$ cat src/rtl/result_stream_reader.sv
// Snapshots two unpacked result arrays on start and streams them out
// interleaved (x0, y0, x1, y1, ...) over a registered valid/ready port.
module result_stream_reader #(
    parameter int WIDTH = 32,
    parameter int DEPTH = 4
) (
    input  logic                              clk,
    input  logic                              rst_an,
    input  logic [WIDTH-1:0]                  result_x [0:DEPTH-1],
    input  logic [WIDTH-1:0]                  result_y [0:DEPTH-1],
    input  logic                              start,
    output logic                              busy,
    output logic                              done,
    output logic [WIDTH-1:0]                  out_data,
    output logic                              out_valid,
    input  logic                              out_ready,
    output logic                              out_last,
    output logic [$clog2(2*DEPTH)-1:0]        out_index
);

    localparam int IW = $clog2(2*DEPTH);
    localparam logic [IW-1:0] LAST_IDX = IW'(2*DEPTH-1);

    localparam logic IDLE = 1'b0;
    localparam logic SEND = 1'b1;

    logic                state;
    logic [IW-1:0]       idx;
    logic [WIDTH-1:0]    snap_x [0:DEPTH-1];
    logic [WIDTH-1:0]    snap_y [0:DEPTH-1];

    logic [IW-1:0]       nxt_idx;
    logic [WIDTH-1:0]    nxt_word;

    // Next word is precomputed so out_data can be loaded on the handshake edge.
    always_comb begin
        nxt_idx  = idx + IW'(1);
        nxt_word = '0;
        for (int i = 0; i < DEPTH; i++) begin
            if ((nxt_idx >> 1) == IW'(i)) begin
                nxt_word = nxt_idx[0] ? snap_y[i] : snap_x[i];
            end
        end
    end

    always_ff @(posedge clk or negedge rst_an) begin
        if (!rst_an) begin
            state     <= IDLE;
            idx       <= '0;
            busy      <= 1'b0;
            done      <= 1'b0;
            out_valid <= 1'b0;
            out_last  <= 1'b0;
            out_data  <= '0;
            for (int i = 0; i < DEPTH; i++) begin
                snap_x[i] <= '0;
                snap_y[i] <= '0;
            end
        end else begin
            done <= 1'b0;
            case (state)
                IDLE: begin
                    if (start) begin
                        for (int i = 0; i < DEPTH; i++) begin
                            snap_x[i] <= result_x[i];
                            snap_y[i] <= result_y[i];
                        end
                        state     <= SEND;
                        idx       <= '0;
                        busy      <= 1'b1;
                        out_valid <= 1'b1;
                        out_last  <= 1'b0;
                        out_data  <= result_x[0];
                    end
                end
                SEND: begin
                    if (out_ready) begin
                        if (out_last) begin
                            state     <= IDLE;
                            busy      <= 1'b0;
                            out_valid <= 1'b0;
                            out_last  <= 1'b0;
                            done      <= 1'b1;
                        end else begin
                            idx      <= nxt_idx;
                            out_data <= nxt_word;
                            out_last <= (nxt_idx == LAST_IDX);
                        end
                    end
                end
                default: state <= IDLE;
            endcase
        end
    end

    assign out_index = idx;

endmodule

$ cat config.mk
export PLATFORM = sky130hd
export DESIGN_NAME = result_stream_reader
export DESIGN_NICKNAME = d
export VERILOG_FILES = /design/src/rtl/result_stream_reader.sv
export SDC_FILE = /design/constraint.sdc
export NUM_CORES = 1
export LEC_CHECK = 0
export CAP_MARGIN = 20
export CORE_MARGIN = 1
export CORE_UTILIZATION = 55
export DETAILED_ROUTE_END_ITERATION = 10
export GPL_TIMING_DRIVEN = 0
export HOLD_SLACK_MARGIN = 0.06
export MAX_ROUTING_LAYER = met4
export PLACE_DENSITY = 0.86
export SYNTH_ARGS = -nofsm -noshare
export SYNTH_HDL_FRONTEND = slang
export SYNTH_SLANG_ARGS = --single-unit
export TNS_END_PERCENT = 5
$ cat constraint.sdc
create_clock -name clk -period 4.54 [get_ports clk]
set_clock_uncertainty 0.05 [all_clocks]
set_input_delay 1.362 -clock clk [delete_from_list [all_inputs] [get_ports clk]]
set_output_delay 1.362 -clock clk [all_outputs]
set_load 0.01 [all_outputs]
==> results_tabular.tex, run 1 <==
\begin{tabular}{lr}
\hline
Metric & Value \\
\hline
\multicolumn{2}{l}{\textbf{Pwr}} \\
\quad Leakage component of the power & 8.95 nW \\
\quad Design Power & 0.0128 W \\
\quad Clock network fraction of total power & 20.9\% \\
\quad VDD IR max & 0.391 mV \\
\quad Switching power & 0.00506 W \\
\quad Internal Pwr Total & 0.00774 W \\
\quad Power per cell area & 710 nW/um\^{}2 \\
\quad Reg power frac & 36.0\% \\
\quad Net switching fraction of the power & 39.5\% \\
\quad Share of power burned in combinational logic & 43.0\% \\
\multicolumn{2}{l}{\textbf{Clocking}} \\
\quad Buffer depth of the longest clock path & 3 \\
\quad Clock transition at the registers of the reported paths & 0.07 ns \\
\quad Clock buffers created by TritonCTS & 31 \\
\quad H-tree Lvls & 1 \\
\quad Clock root buffer & sky130\_fd\_sc\_hd\_\_clkbuf\_16 \\
\quad Count of instances resized after the clock tree is built & 0 \\
\quad Clock latency of the later-clocked register in the worst-skew pair & 0.57 ns \\
\quad TritonCTS clock tree & done \\
\quad Hold buffers post-CTS & 0 \\
\quad Post CTS Setup Buffer Count & 0 \\
\quad Num Clock Sinks & 295 \\
\multicolumn{2}{l}{\textbf{Drt}} \\
\quad Number of nets with antenna violations after routing & 0 \\
\quad Pre-Repair DR Iteration Count & 8 \\
\quad Vias per std cell & 5.69 \\
\quad Per-cell routed wire length & 20.3 um \\
\quad Drc violations & 0 \\
\quad Detailed Route Iter0 Violations & 1,063 \\
\quad Wire length reported by the detailed router & 44,500 um \\
\quad Vias & 12,500 \\
\multicolumn{2}{l}{\textbf{Synth}} \\
\quad Synth Area in XOR/XNOR & 0.130\% \\
\quad Cell area after technology mapping & 13,500 um\^{}2 \\
\quad Number of enable flip-flop cells after synthesis & 0 \\
\quad Async set-or-reset flop fraction in the synthesized netlist & 100\% \\
\quad Count leader, synth & sky130\_fd\_sc\_hd\_\_nand2\_1 \\
\quad Average size of a mapped cell & 8.90 um\^{}2 \\
\quad Synth top area cells & sky130\_fd\_sc\_hd\_\_dfrtp\_1 55\%, sky130\_fd\_sc\_hd\_\_nand2\_1 21\%, sky130\_fd\_sc\_hd\_\_mux2i\_1 10\% \\
\quad Commonest cells in the synthesized netlist & 772 x sky130\_fd\_sc\_hd\_\_nand2\_1, 295 x sky130\_fd\_sc\_hd\_\_dfrtp\_1, 137 x sky130\_fd\_sc\_hd\_\_mux2i\_1, 76 x sky130\_fd\_sc\_hd\_\_clkbuf\_1, 58 x sky130\_fd\_sc\_hd\_\_o21ai\_0 \\
\quad Net count of the mapped netlist & 1,780 \\
\quad Area share of fa/ha/maj cells after synthesis & 0.185\% \\
\quad Cells after synthesis & 1,518 \\
\quad Biggest area consumer among synthesized cells & sky130\_fd\_sc\_hd\_\_dfrtp\_1 \\
\quad Synthesized-area fraction occupied by ao, oa, aoi and oai cells & 7.64\% \\
\quad Most common flop cell mapped by yosys & sky130\_fd\_sc\_hd\_\_dfrtp\_1 \\
\quad Synthesis Warnings & 0 \\
\quad Count of unique library cells instantiated by Yosys & 30 \\
\quad Post-synth top area share & 54.6\% \\
\quad Dominant combinational cell family by area after synthesis & simple AND/OR/NAND/NOR gates \\
\quad Simple-gate portion of the synthesized area & 22.8\% \\
\quad Share of synthesized area occupied by flip-flops and latches & 54.6\% \\
\quad Number of storage elements in the synthesis netlist & 295 \\
\quad Portion of netlist area occupied by mux cells & 11.3\% \\
\multicolumn{2}{l}{\textbf{Flow run}} \\
\quad Max-cap violations & 0 \\
\multicolumn{2}{l}{\textbf{Cells and area}} \\
\quad Number of nets in the layout & 2,112 \\
\quad Fill cell instance count of the final layout & 1,686 \\
\quad Storage cell area & 7380 um\^{}2 \\
\quad Post-route standard cell area excluding fillers & 18,000 um\^{}2 \\
\quad Fraction of final layout cells with drive strength greater than 1 & 4.86\% \\
\quad Syn-to-layout area delta & 33.4\% \\
\quad Final standard cell utilization of the core & 75.9\% \\
\quad Area of combinational cells with multiple inputs & 5680 um\^{}2 \\
\multicolumn{2}{l}{\textbf{Timing}} \\
\quad Share of the clock period used by the worst path after layout & 85.0\% \\
\quad Worst slew slack as a fraction of its limit & 45.4\% \\
\quad Post-route minimum period & 3.86 ns \\
\quad Number of setup violations in the final report & 0 \\
\quad Slew of the pin with the lowest slew margin & 0.798 ns \\
\quad Achievable Freq & 259 MHz \\
\quad Pins Over Slew Limit & 0 \\
\quad Final hold violation count & 0 \\
\quad RSZ-0062 raised after global routing & no \\
\multicolumn{2}{l}{\textbf{Worst setup path}} \\
\quad CP endpoint kind & register \\
\quad Worst path most repeated cell & sky130\_fd\_sc\_hd\_\_buf\_2 \\
\quad Highest cell delay on the worst timing path & 0.48 ns \\
\quad Crit path max-delay cell type & sky130\_fd\_sc\_hd\_\_dfrtp\_1 \\
\quad Cells along the critical path & buf\_2 -> buf\_2 -> buf\_2 -> inv\_1 -> ha\_1 -> buf\_2 -> or2\_2 -> clkbuf\_1 -> clkbuf\_1 -> o22ai\_1 -> o31a\_1 \\
\quad Worst setup slack for register-to-register paths & 0.68 ns \\
\quad Endpoint required time on the critical path & 4.93 ns \\
\quad Cell class contributing the biggest share of worst-path delay & buffers and inverters \\
\quad Worst Path Max Fanout & 10 \\
\quad Signal arrival time at the worst endpoint & 4.25 ns \\
\quad Crit path buf inv count & 7 \\
\quad Crit Path Class & register to register \\
\quad Setup crit start kind & register \\
\multicolumn{2}{l}{\textbf{Floorplanning}} \\
\quad Core Area & 23,800 um\^{}2 \\
\quad Floorplan row count & 56 \\
\quad Die area & 25,200 um\^{}2 \\
\quad Overall die width & 159 um \\
\quad Number of ports placed on the die boundary & 299 \\
\quad Height of the die & 159 um \\
\quad Effective utilization at floorplan & 56.9\% \\
\multicolumn{2}{l}{\textbf{Placed design}} \\
\quad Placer congestion estimate & 0.921 \\
\quad Half-perimeter wire length of the detailed placement result & 32,300 um \\
\quad Area after DPL & 16,900 um\^{}2 \\
\quad Port Buffers & 297 \\
\multicolumn{2}{l}{\textbf{Global routing}} \\
\quad GRT Total Usage & 36.6\% \\
\quad Initial antenna violation count & 2 \\
\quad Maximum number of pins on one net before global-route repair & 119 \\
\quad First-pass GRT wire length & 68,800 um \\
\quad Final global-route overflow total & 0 \\
\quad Vias in the first global route & 12,700 \\
\multicolumn{2}{l}{\textbf{Outcome}} \\
\quad Run status & finished clean \\
\multicolumn{2}{l}{\textbf{Hold path}} \\
\quad Worst min-delay path class & register to register \\
\hline
\end{tabular}
## path summary, 6_finish.rpt
kind	end	from	depth (start not counted)
worst min register to register	snap_y[103]	snap_y[103]	2
worst max-delay path	out_data[14]	out_index[0]	11
max in group asynchronous	snap_y[16]	rst_an	2
min in group asynchronous	snap_x[59]	rst_an	1
worst min-delay path	snap_y[103]	snap_y[103]	2
worst max register to register	out_data[14]	out_index[0]	11
## stage by stage
stage	setup slack [ns]	std cells	hold WS, ns	TNS (ns)
2_1_floorplan	1.80	1518	0.388	0
3_3_place_gp	-10.30	2134	0.404	-3029.61
3_5_place_dp	0.840	2136	0.409	0
4_1_cts	0.751	2193	0.422	0
5_1_grt	0.609	2195	0.440	0
6_report	0.680	2195	0.420	0
## layout make-up
type / count / share of cell area, %
multi-input cells: 1114 / 31.5
repair buffers: 299 / 16.8
flip-flops and latches: 295 / 40.9
plain buffers: 106 / 2.43
diodes: 2 / 0.0278
clock buffers: 42 / 4.98
clock inverters: 15 / 1.02
well taps: 319 / 2.21
inverters: 3 / 0.0625
## power by group through the flow
stage | sequential, W | combinational (W) | clock [W]
detailed placement | 0.00460 | 0.00535 | 0
global placement | 0.00454 | 0.00518 | 0
floorplan | 0.00447 | 0.00337 | 0
global route | 0.00472 | 0.00595 | 0.00281
CTS | 0.00458 | 0.00543 | 0.00269
finish | 0.00461 | 0.00551 | 0.00268
## cell usage in the layout (no fill, tap or decap), drive strengths merged
master / count
buf: 33
bufinv: 4
ha: 2
a31oi: 5
a2111oi: 5
clkinv: 8
o31a: 26
or2: 1
nor2b: 12
mux4: 7
o221ai: 1
nor3: 1
a22o: 1
nand2: 772
xnor2: 1
and3: 1
mux2i: 137
a211oi: 5
clkinvlp: 2
dfrtp: 295
inv: 4
a21boi: 1
clkbuf: 118
nand3: 4
diode: 2
nand2b: 3
o22ai: 52
xor2: 1
clkdlybuf4s50: 296
a21o: 1
o21ai: 58
o41ai: 5
nor2: 12
## layer usage
metal  global-route usage (%)  wire length (um)  up-vias
li1                         -                 -     5616
met1                     46.4             17300     6010
met2                     57.6             21000      744
met3                     7.03              4260      128
met4                     15.4              1970        0
met5                        -                 0        -
## cell families after synthesis
group,count (synthesis)
xor+xnor,2
buf+inv,109
mux,144
simple gates,806
compound gates,160
fa+ha+maj,2
flops,295
## flip-flops by register name, summed over array words and instances, names as in the netlist
register   flops
snap_y       128
out_index      3
out_valid      1
snap_x       128
out_last       1
out_data      32
done           1
state          1
## worst min-delay path: cells and delay by family, from the launching register on
kind | cells | cell delay (ns)
simple gates | 2 | 0.10
flops | 1 | 0.34
Note: power is estimated with default switching activity, not from simulation.
==> run 2, diff against run 1 <==
--- a/config.mk
+++ b/config.mk
@@ -5,6 +5,7 @@
 export SDC_FILE = /design/constraint.sdc
 export NUM_CORES = 1
 export LEC_CHECK = 0
+export ABC_AREA = 1
 export CAP_MARGIN = 20
 export CORE_MARGIN = 1
 export CORE_UTILIZATION = 55
@@ -12,7 +13,7 @@
 export GPL_TIMING_DRIVEN = 0
 export HOLD_SLACK_MARGIN = 0.06
 export MAX_ROUTING_LAYER = met4
-export PLACE_DENSITY = 0.86
+export PLACE_DENSITY = 0.85
 export SYNTH_ARGS = -nofsm -noshare
 export SYNTH_HDL_FRONTEND = slang
 export SYNTH_SLANG_ARGS = --single-unit
==> results_tabular.tex, run 2 <==
\begin{tabular}{lr}
\hline
Metric & Value \\
\hline
\multicolumn{2}{l}{\textbf{Synth}} \\
\quad Async set-or-reset flop fraction in the synthesized netlist & 100\% (unchanged) \\
\quad Synth top area cells & sky130\_fd\_sc\_hd\_\_dfrtp\_1 53\%, sky130\_fd\_sc\_hd\_\_mux2\_2 15\%, sky130\_fd\_sc\_hd\_\_nand2\_1 14\% \\
\quad Commonest cells in the synthesized netlist & 536 x sky130\_fd\_sc\_hd\_\_nand2\_1, 295 x sky130\_fd\_sc\_hd\_\_dfrtp\_1, 184 x sky130\_fd\_sc\_hd\_\_mux2\_2, 128 x sky130\_fd\_sc\_hd\_\_nand3\_1, 79 x sky130\_fd\_sc\_hd\_\_inv\_1 \\
\quad Number of storage elements in the synthesis netlist & 295 (unchanged) \\
\quad Count leader, synth & sky130\_fd\_sc\_hd\_\_nand2\_1 \\
\quad Biggest area consumer among synthesized cells & sky130\_fd\_sc\_hd\_\_dfrtp\_1 \\
\quad Cells after synthesis & 1,530 (+0.79\%) \\
\quad Cell area after technology mapping & 14,000 um\^{}2 (+3.7\%) \\
\quad Number of enable flip-flop cells after synthesis & 0 (unchanged) \\
\quad Post-synth top area share & 52.7\% (-1.9 points) \\
\quad Count of unique library cells instantiated by Yosys & 23 (-23\%) \\
\quad Most common flop cell mapped by yosys & sky130\_fd\_sc\_hd\_\_dfrtp\_1 \\
\quad Synthesis Warnings & 0 (unchanged) \\
\quad Share of synthesized area occupied by flip-flops and latches & 52.7\% (-1.9 points) \\
\quad Average size of a mapped cell & 9.15 um\^{}2 (+2.9\%) \\
\quad Net count of the mapped netlist & 1,792 (+0.67\%) \\
\multicolumn{2}{l}{\textbf{Drt}} \\
\quad Detailed Route Iter0 Violations & 1,282 (+21\%) \\
\quad Vias & 12,100 (-3.3\%) \\
\quad Number of nets with antenna violations after routing & 0 (unchanged) \\
\quad Wire length reported by the detailed router & 44,500 um (-0.15\%) \\
\quad Drc violations & 0 (unchanged) \\
\quad Per-cell routed wire length & 20.1 um (-1.0\%) \\
\quad Vias per std cell & 5.46 (-4.1\%) \\
\quad Pre-Repair DR Iteration Count & 6 (-2) \\
\multicolumn{2}{l}{\textbf{Clocking}} \\
\quad Clock buffers created by TritonCTS & 30 (-3.2\%) \\
\quad Post CTS Setup Buffer Count & 0 (unchanged) \\
\quad Hold buffers post-CTS & 0 (unchanged) \\
\quad Num Clock Sinks & 295 (unchanged) \\
\quad Clock transition at the registers of the reported paths & 0.06 ns (about the same) \\
\quad Buffer depth of the longest clock path & 3 (unchanged) \\
\quad H-tree Lvls & 1 (unchanged) \\
\quad Count of instances resized after the clock tree is built & 0 (unchanged) \\
\quad Clock latency of the later-clocked register in the worst-skew pair & 0.56 ns (about the same) \\
\quad Clock root buffer & sky130\_fd\_sc\_hd\_\_clkbuf\_16 \\
\quad TritonCTS clock tree & done \\
\multicolumn{2}{l}{\textbf{Floorplanning}} \\
\quad Overall die width & 162 um (+1.8\%) \\
\quad Height of the die & 162 um (+1.8\%) \\
\quad Core Area & 25,100 um\^{}2 (+5.7\%) \\
\quad Floorplan row count & 58 (+3.6\%) \\
\quad Effective utilization at floorplan & 55.8\% (-1.1 points) \\
\quad Number of ports placed on the die boundary & 299 (unchanged) \\
\quad Die area & 26,100 um\^{}2 (+3.6\%) \\
\multicolumn{2}{l}{\textbf{Placed design}} \\
\quad Placer congestion estimate & 0.982 (+6.6\%) \\
\quad Port Buffers & 298 (+0.34\%) \\
\quad Dpl cells & 2,160 (+1.1\%) \\
\quad Half-perimeter wire length of the detailed placement result & 33,800 um (+4.6\%) \\
\multicolumn{2}{l}{\textbf{Cells and area}} \\
\quad Commonest non-fill, non-tap cell in the layout & sky130\_fd\_sc\_hd\_\_nand2\_1 \\
\quad Final non-filler cell total & 2,214 (+0.87\%) \\
\quad Storage cell area & 7380 um\^{}2 (unchanged) \\
\quad Fraction of final layout cells with drive strength greater than 1 & 16.5\% (+12 points) \\
\quad Syn-to-layout area delta & 31.7\% \\
\quad Top Registers & snap\_x: 128 flops, snap\_y: 128 flops, out\_data: 32 flops \\
\quad Number of nets in the layout & 2,124 (+0.57\%) \\
\quad N\_diodes & 0 (-2) \\
\quad Fill cell instance count of the final layout & 1,836 (+8.9\%) \\
\quad Area of combinational cells with multiple inputs & 5770 um\^{}2 (+1.7\%) \\
\quad Leading cell types in the layout, fill and taps excluded & 536 x sky130\_fd\_sc\_hd\_\_nand2\_1, 297 x sky130\_fd\_sc\_hd\_\_clkdlybuf4s50\_1, 295 x sky130\_fd\_sc\_hd\_\_dfrtp\_1 \\
\multicolumn{2}{l}{\textbf{Pwr}} \\
\quad Leakage component of the power & 9.13 nW (+2.0\%) \\
\quad Design Power & 0.0132 W (+3.4\%) \\
\quad VDD IR max & 0.392 mV (+0.17\%) \\
\quad Power per cell area & 717 nW/um\^{}2 (+1.0\%) \\
\multicolumn{2}{l}{\textbf{Timing}} \\
\quad Worst slew slack as a fraction of its limit & 55.6\% (+10 points) \\
\quad Achievable Freq & 326 MHz (+26\%) \\
\quad Share of the clock period used by the worst path after layout & 67.5\% (-18 points) \\
\quad Post-route minimum period & 3.07 ns (-0.795 ns) \\
\quad Slew of the pin with the lowest slew margin & 0.667 ns (-0.131 ns) \\
\quad Total Neg Setup Slack & 0 ns (unchanged) \\
\quad Number of setup violations in the final report & 0 (unchanged) \\
\quad Pins Over Slew Limit & 0 (unchanged) \\
\quad Final hold violation count & 0 (unchanged) \\
\quad Smallest hold slack & 0.434 ns (+0.0143 ns) \\
\quad RSZ-0062 raised after global routing & no \\
\multicolumn{2}{l}{\textbf{Global routing}} \\
\quad Maximum number of pins on one net before global-route repair & 125 (+5.0\%) \\
\quad Final global-route overflow total & 0 (unchanged) \\
\quad Vias in the first global route & 12,300 (-2.8\%) \\
\quad GRT Total Usage & 35.4\% (-1.2 points) \\
\quad Initial antenna violation count & 0 (-2) \\
\quad First-pass GRT wire length & 68,300 um (-0.63\%) \\
\multicolumn{2}{l}{\textbf{Worst setup path}} \\
\quad Cell class contributing the biggest share of worst-path delay & buffers and inverters \\
\quad Highest cell delay on the worst timing path & 0.60 ns (+0.12 ns) \\
\quad Setup crit start kind & register \\
\quad Crit Path Class & register to primary output \\
\quad Crit path buf inv count & 1 (-6) \\
\quad CP endpoint kind & primary output \\
\quad Cells along the critical path & clkdlybuf4s50\_1 \\
\quad Worst Path Max Fanout & 5 (-5) \\
\quad Crit path max-delay cell type & sky130\_fd\_sc\_hd\_\_clkdlybuf4s50\_1 \\
\quad Signal arrival time at the worst endpoint & 1.65 ns (-2.60 ns) \\
\quad Endpoint required time on the critical path & 3.13 ns (-1.80 ns) \\
\multicolumn{2}{l}{\textbf{Outcome}} \\
\quad Run status & finished clean \\
\multicolumn{2}{l}{\textbf{Hold path}} \\
\quad Worst min-delay path class & register to register \\
\multicolumn{2}{l}{\textbf{Flow run}} \\
\quad Max-cap violations & 0 (unchanged) \\
\hline
\end{tabular}
run 2: cell types whose count changed in the layout (fill, tap and decap cells not counted), moves of 20 or more:
| cell | previous run | this run |
|---|---|---|
| sky130_fd_sc_hd__nand2_1 | 772 | 536 |
| sky130_fd_sc_hd__mux2_2 | 0 | 184 |
| sky130_fd_sc_hd__mux2i_1 | 137 | 0 |
| sky130_fd_sc_hd__nand3_1 | 4 | 128 |
| sky130_fd_sc_hd__inv_1 | 3 | 79 |
| sky130_fd_sc_hd__o22ai_1 | 52 | 1 |
| sky130_fd_sc_hd__a21oi_1 | 0 | 47 |
| sky130_fd_sc_hd__clkbuf_1 | 79 | 36 |
| sky130_fd_sc_hd__nor2_1 | 12 | 51 |
| sky130_fd_sc_hd__o21bai_1 | 0 | 28 |
| sky130_fd_sc_hd__o31a_1 | 26 | 0 |
| sky130_fd_sc_hd__buf_4 | 3 | 26 |
| sky130_fd_sc_hd__buf_2 | 23 | 43 |
run 2: final timing paths:
check,slack [ns],endpoint,depth (start not counted),from
min in group asynchronous,0.66,snap_x[13],1,rst_an
max reg2reg,1.53,out_data[20],11,out_index[0]
min reg2reg,0.43,out_data[8],2,out_data[8]
max,1.47,out_index[0],1,out_index[0]
min,0.43,out_data[8],2,out_data[8]
max in group asynchronous,2.79,snap_x[11],2,rst_an
run 2: kinds of logic after synthesis:
logic type | after synthesis | synth area share (%)
fa+ha+maj | 2 | 0.179
compound gates | 144 | 5.65
simple gates | 721 | 20.6
buf+inv | 184 | 6.07
flops | 295 | 52.7
mux | 184 | 14.8
run 2: stage by stage:
step	util (%)	area (um^2)	setup slack [ns]
5_1_grt	73.5	18400	1.37
3_3_place_gp	69.3	17400	-10.41
3_5_place_dp	69.5	17500	1.35
2_1_floorplan	-	14000	2.23
6_report	73.5	18400	1.47
4_1_cts	73.5	18400	1.49
run 2: metal layers:
layer / up-vias / GRT usage (%) / wire length, um
li1: 5590 / - / -
met1: 5838 / 47.2 / 18400
met2: 588 / 56.5 / 21400
met3: 69 / 5.78 / 3600
met4: 0 / 9.01 / 1060
met5: - / - / 0
run 2: power by group:
part	switching, W	internal, W	total (W)
registers	0.000698	0.00387	0.00457
clock network	0.00104	0.00144	0.00248
logic	0.00366	0.00252	0.00618
total	0.00540	0.00783	0.0132
run 2: final cells by class:
type,instances,area share [%]
Timing Repair Buffer,300,16.5
Clock buffer,44,4.74
Inverter,84,1.71
Buffer,100,2.90
Sequential cell,295,40.0
Tap cell,330,2.24
Multi-Input combinational cell,1051,31.3
Clock inverter,10,0.583
==> run 3, diff against run 2 <==
--- a/config.mk
+++ b/config.mk
@@ -8,12 +8,12 @@
 export ABC_AREA = 1
 export CAP_MARGIN = 20
 export CORE_MARGIN = 1
-export CORE_UTILIZATION = 55
+export CORE_UTILIZATION = 47
 export DETAILED_ROUTE_END_ITERATION = 10
 export GPL_TIMING_DRIVEN = 0
 export HOLD_SLACK_MARGIN = 0.06
 export MAX_ROUTING_LAYER = met4
-export PLACE_DENSITY = 0.85
+export PLACE_DENSITY = 0.78
 export SYNTH_ARGS = -nofsm -noshare
 export SYNTH_HDL_FRONTEND = slang
 export SYNTH_SLANG_ARGS = --single-unit
==> constraint.sdc (replaced) <==
create_clock -name clk -period 2.5 [get_ports clk]
set_clock_uncertainty 0.05 [all_clocks]
set_input_delay 0.75 -clock clk [delete_from_list [all_inputs] [get_ports clk]]
set_output_delay 0.75 -clock clk [all_outputs]
set_load 0.01 [all_outputs]
==> results_tabular.tex, run 3 (same netlist as run 2, synthesis figures left out) <==
\begin{tabular}{lr}
\hline
Metric & Value \\
\hline
\multicolumn{2}{l}{\textbf{Outcome}} \\
\quad Run status & finished clean \\
\multicolumn{2}{l}{\textbf{Timing}} \\
\quad Worst slew slack as a fraction of its limit & 56.2\% (+0.67 points) \\
\quad Number of setup violations in the final report & 0 (unchanged) \\
\quad Pins Over Slew Limit & 0 (unchanged) \\
\quad Share of the clock period used by the worst path after layout & 96.9\% \\
\quad Post-route minimum period & 2.42 ns \\
\quad Slew of the pin with the lowest slew margin & 0.657 ns (-0.0101 ns) \\
\quad Achievable Freq & 413 MHz \\
\quad RSZ-0062 raised after global routing & no \\
\quad Final hold violation count & 0 (unchanged) \\
\multicolumn{2}{l}{\textbf{Drt}} \\
\quad Wire length reported by the detailed router & 44,700 um (+0.59\%) \\
\quad Per-cell routed wire length & 19.7 um (-1.9\%) \\
\quad Metal2 WL & 21,200 um (-1.0\%) \\
\quad Vias per std cell & 5.27 (-3.5\%) \\
\quad Met3 wire length & 3600 um (about the same) \\
\quad Drc violations & 0 (unchanged) \\
\quad Detailed Route Iter0 Violations & 1,148 (-10\%) \\
\quad Total routed wire length on the met1 layer & 18,900 um (+2.5\%) \\
\quad Vias & 12,000 (-1.0\%) \\
\quad Number of nets with antenna violations after routing & 0 (unchanged) \\
\quad Pre-Repair DR Iteration Count & 6 (unchanged) \\
\quad Top layer used by detailed routing & met4 \\
\multicolumn{2}{l}{\textbf{Clocking}} \\
\quad H-tree Lvls & 1 (unchanged) \\
\quad Post CTS Setup Buffer Count & 0 (unchanged) \\
\quad Num Clock Sinks & 295 (unchanged) \\
\quad Clock buffers created by TritonCTS & 31 (+3.3\%) \\
\quad Buffer depth of the longest clock path & 3 (unchanged) \\
\quad TritonCTS clock tree & done \\
\quad Clock root buffer & sky130\_fd\_sc\_hd\_\_clkbuf\_16 \\
\quad Clock latency of the later-clocked register in the worst-skew pair & 0.58 ns (+0.02 ns) \\
\quad Clock transition at the registers of the reported paths & 0.06 ns (about the same) \\
\multicolumn{2}{l}{\textbf{Floorplanning}} \\
\quad Effective utilization at floorplan & 48.3\% (-7.5 points) \\
\quad Number of ports placed on the die boundary & 299 (unchanged) \\
\quad Floorplan row count & 62 (+6.9\%) \\
\quad Height of the die & 175 um (+8.1\%) \\
\quad Core Area & 29,000 um\^{}2 (+16\%) \\
\quad Overall die width & 175 um (+8.1\%) \\
\quad Die area & 30,500 um\^{}2 (+17\%) \\
\multicolumn{2}{l}{\textbf{Global routing}} \\
\quad Maximum number of pins on one net before global-route repair & 120 (-4.0\%) \\
\quad First-pass GRT wire length & 68,900 um (+0.83\%) \\
\quad Vias in the first global route & 12,000 (-2.6\%) \\
\quad Initial antenna violation count & 2 (+2) \\
\quad GRT Total Usage & 30.5\% (-4.9 points) \\
\quad Final global-route overflow total & 0 (unchanged) \\
\multicolumn{2}{l}{\textbf{Worst setup path}} \\
\quad Highest cell delay on the worst timing path & 0.47 ns (-0.13 ns) \\
\quad Worst Path Max Fanout & 23 (+18) \\
\quad Worst path most repeated cell & sky130\_fd\_sc\_hd\_\_nand3\_1 \\
\quad CP endpoint kind & register \\
\quad Crit path max-delay cell type & sky130\_fd\_sc\_hd\_\_dfrtp\_2 \\
\quad Crit path buf inv count & 4 (+3) \\
\quad Crit Path Class & register to register \\
\quad Cell class contributing the biggest share of worst-path delay & buffers and inverters \\
\quad Setup crit start kind & register \\
\quad Cells along the critical path & inv\_4 -> ha\_1 -> buf\_2 -> clkinv\_2 -> clkbuf\_2 -> nand3\_1 -> nand3\_1 -> o21bai\_1 -> nand2\_1 \\
\quad Signal arrival time at the worst endpoint & 2.81 ns (+1.16 ns) \\
\quad Endpoint required time on the critical path & 2.89 ns (-0.24 ns) \\
\multicolumn{2}{l}{\textbf{Hold path}} \\
\quad Worst min-delay path class & input pin to async pin \\
\multicolumn{2}{l}{\textbf{Pwr}} \\
\quad Internal Pwr Total & 0.0143 W (+82\%) \\
\quad Power per cell area & 1290 nW/um\^{}2 (+80\%) \\
\quad Share of power burned in combinational logic & 46.4\% (-0.3 points) \\
\quad VDD IR max & 0.653 mV (+67\%) \\
\quad Net switching fraction of the power & 40.4\% (-0.39 points) \\
\quad Clock network fraction of total power & 19.0\% (+0.3 points) \\
\quad Reg power frac & 34.6\% (about the same) \\
\quad Switching power & 0.00966 W (+79\%) \\
\quad Design Power & 0.0239 W (+81\%) \\
\quad Leakage component of the power & 9.14 nW (+0.11\%) \\
\multicolumn{2}{l}{\textbf{Cells and area}} \\
\quad Storage cell area & 7380 um\^{}2 (about the same) \\
\quad Post-route standard cell area excluding fillers & 18,500 um\^{}2 (+0.45\%) \\
\quad Final standard cell utilization of the core & 63.9\% (-9.6 points) \\
\quad Area of combinational cells with multiple inputs & 5770 um\^{}2 (unchanged) \\
\quad Number of nets in the layout & 2,123 (-0.047\%) \\
\quad Top Registers & snap\_x: 128 flops, snap\_y: 128 flops, out\_data: 32 flops \\
\quad Commonest non-fill, non-tap cell in the layout & sky130\_fd\_sc\_hd\_\_nand2\_1 \\
\quad Fraction of final layout cells with drive strength greater than 1 & 16.4\% (-0.062 points) \\
\quad Syn-to-layout area delta & 32.3\% \\
\quad Fill cell instance count of the final layout & 2,425 (+32\%) \\
\quad Leading cell types in the layout, fill and taps excluded & 536 x sky130\_fd\_sc\_hd\_\_nand2\_1, 297 x sky130\_fd\_sc\_hd\_\_clkdlybuf4s50\_1, 294 x sky130\_fd\_sc\_hd\_\_dfrtp\_1 \\
\quad Final non-filler cell total & 2,271 (+2.6\%) \\
\multicolumn{2}{l}{\textbf{Placed design}} \\
\quad Area after DPL & 17,500 um\^{}2 (+0.39\%) \\
\quad Port Buffers & 298 (unchanged) \\
\quad Placer congestion estimate & 0.972 (-1.0\%) \\
\quad Dpl cells & 2,214 (+2.5\%) \\
\quad Half-perimeter wire length of the detailed placement result & 34,600 um (+2.3\%) \\
\multicolumn{2}{l}{\textbf{Flow run}} \\
\quad Max-cap violations & 0 (unchanged) \\
\hline
\end{tabular}
[run 3: power groups by stage]
| stage | clock network (W) | logic, W | registers, W |
|---|---|---|---|
| floorplan | 0 | 0.00712 | 0.00797 |
| global placement | 0 | 0.0107 | 0.00823 |
| detailed placement | 0 | 0.0110 | 0.00828 |
| CTS | 0.00459 | 0.0110 | 0.00823 |
| global route | 0.00477 | 0.0122 | 0.00849 |
| finish | 0.00454 | 0.0111 | 0.00828 |
[run 3: final cells by class]
| type | count | share of cell area, % |
|---|---|---|
| inverter | 84 | 1.72 |
| tap | 384 | 2.59 |
| buffer | 98 | 2.84 |
| timing repair buffer | 300 | 16.4 |
| clock inverter | 4 | 0.263 |
| sequential | 295 | 39.9 |
| antenna | 2 | 0.0270 |
| multi-input combinational | 1051 | 31.2 |
| clock buffer | 53 | 5.12 |
[run 3: layer usage]
layer	GRT usage, %	vias up
li1	-	5591
met1	41.3	5777
met2	48.3	534
met3	4.33	58
met4	7.90	0
met5	-	-
[run 3: path summary, 6_finish.rpt]
path                       slack, ns         start  cells past startpoint      endpoint
setup / recovery                0.08  out_index[0]                      9  out_data[25]
hold / removal                  0.09        rst_an                      1    snap_y[59]
setup reg to reg                0.08  out_index[0]                      9  out_data[25]
hold reg to reg                 0.43  out_data[22]                      2  out_data[22]
max in group asynchronous       1.28        rst_an                      2    snap_x[17]
min in group clk                0.43  out_data[22]                      2  out_data[22]
[run 3: through the flow]
step	setup TNS [ns]	hold slack, ns	setup slack, ns
CTS	0	0.112	0.0106
detailed placement	-11.27	0.417	-0.478
global placement	-3541.28	0.415	-11.99
finish	0	0.0907	0.0785
floorplan	0	0.403	0.342
global route	0	0.145	0.00545
[run 3: timing repair]
item	in CTS	in global routing
gates cloned	0	0
gates resized for setup	4	0
hold buffers	0	0
endpoints found under the setup margin	32	30
[run 3: worst register-to-register path: stages (launching register included)]
cell                       delay, ns
sky130_fd_sc_hd__dfrtp_2        0.47
sky130_fd_sc_hd__inv_4          0.16
sky130_fd_sc_hd__ha_1           0.31
sky130_fd_sc_hd__buf_2          0.26
sky130_fd_sc_hd__clkinv_2       0.22
sky130_fd_sc_hd__clkbuf_2       0.25
sky130_fd_sc_hd__nand3_1        0.13
sky130_fd_sc_hd__nand3_1        0.16
sky130_fd_sc_hd__o21bai_1       0.21
sky130_fd_sc_hd__nand2_1        0.08
